### src/rtl/serial_tx.sv
// Frame serialiser: start bit (0), DATA_W payload bits LSB first, stop bit (1),
// each held for CLKS_PER_BIT clocks; line idles high and is driven from a flop.
module serial_tx #(
  parameter int unsigned DATA_W       = 8,
  parameter int unsigned CLKS_PER_BIT = 4
) (
  input  logic              clk,
  input  logic              rst,
  input  logic [DATA_W-1:0] tx_data,
  input  logic              tx_valid,
  output logic              tx_ready,
  output logic              tx_out,
  output logic              busy
);

  localparam int unsigned CNT_W = (CLKS_PER_BIT > 1) ? $clog2(CLKS_PER_BIT) : 1;
  localparam int unsigned IDX_W = (DATA_W > 1) ? $clog2(DATA_W) : 1;
  localparam logic [CNT_W-1:0] CNT_LAST = CNT_W'(CLKS_PER_BIT - 1);
  localparam logic [IDX_W-1:0] IDX_LAST = IDX_W'(DATA_W - 1);

  typedef enum logic [1:0] {
    IDLE,
    START,
    DATA,
    STOP
  } state_e;

  state_e            state_q;
  logic [CNT_W-1:0]  cnt_q;
  logic [IDX_W-1:0]  idx_q;
  logic [DATA_W-1:0] shift_q;
  logic              tx_q;
  logic              bit_end;

  assign bit_end  = (cnt_q == CNT_LAST);
  assign tx_ready = (state_q == IDLE) && !rst;
  assign busy     = (state_q != IDLE);
  assign tx_out   = tx_q;

  always_ff @(posedge clk) begin
    if (rst) begin
      state_q <= IDLE;
      cnt_q   <= '0;
      idx_q   <= '0;
      shift_q <= '0;
      tx_q    <= 1'b1;
    end else begin
      case (state_q)
        IDLE: begin
          if (tx_valid) begin
            state_q <= START;
            shift_q <= tx_data;
            cnt_q   <= '0;
            tx_q    <= 1'b0;
          end
        end
        START: begin
          if (bit_end) begin
            state_q <= DATA;
            cnt_q   <= '0;
            idx_q   <= '0;
            tx_q    <= shift_q[0];
            shift_q <= shift_q >> 1;
          end else begin
            cnt_q <= cnt_q + CNT_W'(1);
          end
        end
        DATA: begin
          if (bit_end) begin
            cnt_q <= '0;
            if (idx_q == IDX_LAST) begin
              state_q <= STOP;
              tx_q    <= 1'b1;
            end else begin
              // Next bit is pre-shifted into bit 0 so the line flop always loads shift_q[0].
              idx_q   <= idx_q + IDX_W'(1);
              tx_q    <= shift_q[0];
              shift_q <= shift_q >> 1;
            end
          end else begin
            cnt_q <= cnt_q + CNT_W'(1);
          end
        end
        STOP: begin
          if (bit_end) begin
            state_q <= IDLE;
            cnt_q   <= '0;
          end else begin
            cnt_q <= cnt_q + CNT_W'(1);
          end
        end
        default: begin
          state_q <= IDLE;
          tx_q    <= 1'b1;
        end
      endcase
    end
  end

endmodule

### config.mk
export PLATFORM = sky130hd
export DESIGN_NAME = serial_tx
export DESIGN_NICKNAME = d
export VERILOG_FILES = /design/src/rtl/serial_tx.sv
export SDC_FILE = /design/constraint.sdc
export NUM_CORES = 1
export LEC_CHECK = 0
export CORE_ASPECT_RATIO = 0.7
export CORE_MARGIN = 1
export CORE_UTILIZATION = 43
export DETAILED_ROUTE_END_ITERATION = 6
export PLACE_DENSITY = 0.71
export SLEW_MARGIN = 10
export SYNTH_ARGS = -nofsm -noshare
export SYNTH_HDL_FRONTEND = slang
export SYNTH_SLANG_ARGS = --single-unit
### constraint.sdc
create_clock -name clk -period 1.3 [get_ports clk]
set_input_delay 0.13 -clock clk [delete_from_list [all_inputs] [get_ports clk]]
set_output_delay 0.13 -clock clk [all_outputs]
set_load 0.02 [all_outputs]
==> results by group <==
Clock tree
  • Worst-path clk slew: 0.09 ns
  • CTS HTree Levels: 1
  • Root buf cell: clkbuf_4
  • Total CTS buffers: 3
  • Clk Latency, worst-skew pair: 0.28 ns
  • # clock sinks: 16
  • TritonCTS clock tree: built
  • CTS max path bufs: 2

Floorplanning
  • Core area: 0.00195 mm²
  • Initial core utilization: 47.8%
  • Die area: 0.00236 mm²
  • Die height: 41.0 µm
  • Die Span X: 57.7 µm
  • Num rows: 13
  • # IOs: 14

Final layout
  • Final std cells w/o fill: 159
  • Area grow syn2layout: 55.8%
  • Reg area: 328 µm²
  • Final instance area: 0.00145 mm²
  • Footprint of the multi-input gates: 739 µm²
  • Final Net Count: 157
  • # diodes: 0
  • Final Util: 74.5%
  • Fill count: 139
  • Share of post-route cells with drive strength above 1: 40.9%

Power
  • Clock power share: 8.1%
  • Reg power frac: 25.9%
  • Comb power frac: 66.0%
  • Switching share of power: 38.8%
  • Pwr dens: 2170 mW/mm²
  • Tot Pwr: 3.15 mW
  • LEAKAGE: 0.610 nW
  • Int Pwr: 1.93 mW
  • Max VDD drop: 0.00171 V
  • Net Switching: 1.22 mW

Synth
  • Area share of the largest cell type after synthesis: 34.3%
  • Synth area leader: dfxtp_1
  • Cell Area, Synth: 933 µm²
  • Cells after Synth: 106
  • Largest cells by area after synthesis: dfxtp_1, nand2_1, mux2i_1, ha_1, mux2_2
  • Post-synth cell types: 26
  • Synthesis warning total: 0
  • Net Count, Synth: 124
  • Syn Area/Cell: 8.81 µm²
  • Seq cells post-synth: 16
  • Sequential area share after synthesis: 34.3%

Place
  • DP Cell Count: 153
  • Gpl congestion: 0.800
  • Post-placement setup slack: -0.128 ns
  • Port buffer count: 13
  • Placed inst area: 0.00125 mm²
  • Dpl hpwl: 1540 µm

Outcome
  • Status: complete, but fails checks
  • Violated checks: setup timing

STA
  • Min Tclk post-route: 1.38 ns
  • Relative slew slack: 83.4%
  • Worst clock skew: 0.0100 ns
  • Setup WS post-layout: -0.0795 ns
  • Final setup viols: 10
  • Fmax: 725 MHz
  • RSZ-0062 raised after global routing: true
  • Worst slew pin tran: 0.250 ns
  • Fin. max-slew vios: 0
  • Crit share post-route: 106%
  • Fin. Hold Viols: 0

Worst hold path
  • Worst hold path type: input port to flop

Global routing
  • Initial antenna violation count: 0
  • First-pass GRT wire length: 3250 µm
  • Number of global-route vias before repair: 695
  • GRT overflow: 0
  • Largest net degree at the start of global routing: 18
  • Tot GR Track Use: 18.7%

Job
  • Max-cap check violation count: 0

Critical path
  • Critical path class: flop to flop
  • Critical path required time: 1.48 ns
  • Crit-path cells: inv_4, ha_4, buf_6, mux2_4, nand2_1, mux2i_1
  • Critical-path top delay cell: dfxtp_4
  • Crit path arrival time: 1.56 ns
  • Startpoint types: flop
  • Max incr delay on CP: 0.39 ns
  • Crit Path Max Fanout: 5
  • Crit path capture type: flop

Drt
  • Drt wl/cell: 14.1 µm
  • Vias: 827
  • Total Wirelength: 2240 µm
  • DRC violations left: 0
  • First-pass DRT Iterations: 4
  • Via-to-Cell Ratio: 5.20
  • Post-DRT Antenna Nets: 0
  • Initial DRC count: 21
[cell usage in the layout (no fill, tap or decap), types with 3 or more instances in the layout]
cell	Yosys	routed
nand2_1	25	22
buf_4	0	13
dfxtp_1	16	12
clkdlybuf4s50_1	0	10
mux2i_1	9	9
mux2_4	0	7
ha_4	0	7
nor2_1	5	5
a21oi_1	5	5
nand3b_1	3	3
inv_1	6	3
clkbuf_4	0	3
dfxtp_2	0	3
buf_6	0	3
buf_12	0	3
[cell usage after synthesis, drive strengths merged]
master  number
a221oi       1
nand3b       3
dfxtp       16
o21bai       2
ha           7
nand4        1
a311o        1
o21ai        3
nand2       25
nor2b        1
nor2         5
nor3         2
nor3b        1
a31oi        1
nand2b       1
clkinv       1
buf          3
a21boi       1
mux2i        9
inv          6
and2         1
mux2         7
a21oi        5
o221ai       1
a21o         2
[registers in the layout (all words and copies together), names as in the netlist]
name,flops
state_q,2
shift_q,8
tx_out,1
idx_q,3
cnt_q,2
[cells by family after synthesis]
kind of cell,share of synthesized area (%)
and+or+nand+nor,20.6
muxes,18.1
DFF,34.3
buffers and inverters,4.42
AOI/OAI and AO/OA,13.1
adders and majority gates,9.38
[layout make-up]
cell class                 count  area share, %
timing repair buffer          31           21.0
sequential                    16           22.5
tap                           22           1.89
clock buffer                   3           1.55
inverter                       7           2.15
multi-input combinational     80           50.9
[path summary, 6_finish.rpt]
path / from / end / slack, ns / cells past startpoint
setup / recovery: state_q[1]$_SDFFE_PP0P_ / shift_q[2]$_SDFFE_PP0P_ / -0.08 / 6
hold / removal: tx_data[7] / shift_q[7]$_SDFFE_PP0P_ / 0.41 / 3
setup reg to reg: state_q[1]$_SDFFE_PP0P_ / shift_q[2]$_SDFFE_PP0P_ / -0.08 / 6
hold reg to reg: shift_q[5]$_SDFFE_PP0P_ / shift_q[5]$_SDFFE_PP0P_ / 0.47 / 2
[through the flow]
step	TNS (ns)	hold WS (ns)
floorplan	-0.0208	0.269
global placement	-0.763	0.441
detailed placement	-1.15	0.455
CTS	-0.474	0.408
global route	-1.12	0.418
finish	-0.575	0.415
[routing by layer]
| layer | share of wire (%) | up-vias | track usage [%] |
|---|---|---|---|
| met3 | 3.3 | 2 | 5.68 |
| met4 | 0.27 | 0 | 3.57 |
| met1 | 50 | 389 | 24.9 |
| li1 | - | 425 | - |
| met5 | 0 | - | 0 |
| met2 | 47 | 11 | 30.8 |
[worst max-delay path, delay by kind of cell (launching register included)]
kind / cells / cell delay, ns
mux: 2 / 0.35
simple gates: 1 / 0.07
fa+ha+maj: 1 / 0.28
flops: 1 / 0.39
buf+inv: 2 / 0.18
[power groups by stage]
stage	logic, mW	clock network, mW	registers, mW
after floorplan	1.11	0	0.779
after global placement	1.50	0	0.770
after detailed placement	1.55	0	0.781
after CTS	1.69	0.260	0.799
after global routing	2.22	0.280	0.835
final	2.08	0.255	0.816
[timing repair]
action	in CTS	in global routing
setup endpoints to repair	16	16
pin swaps	14	14
hold buffers	0	0
cloned	0	0
gates resized for setup	31	19
buffers inserted	0	3
Note: power is estimated with default switching activity, not from simulation.
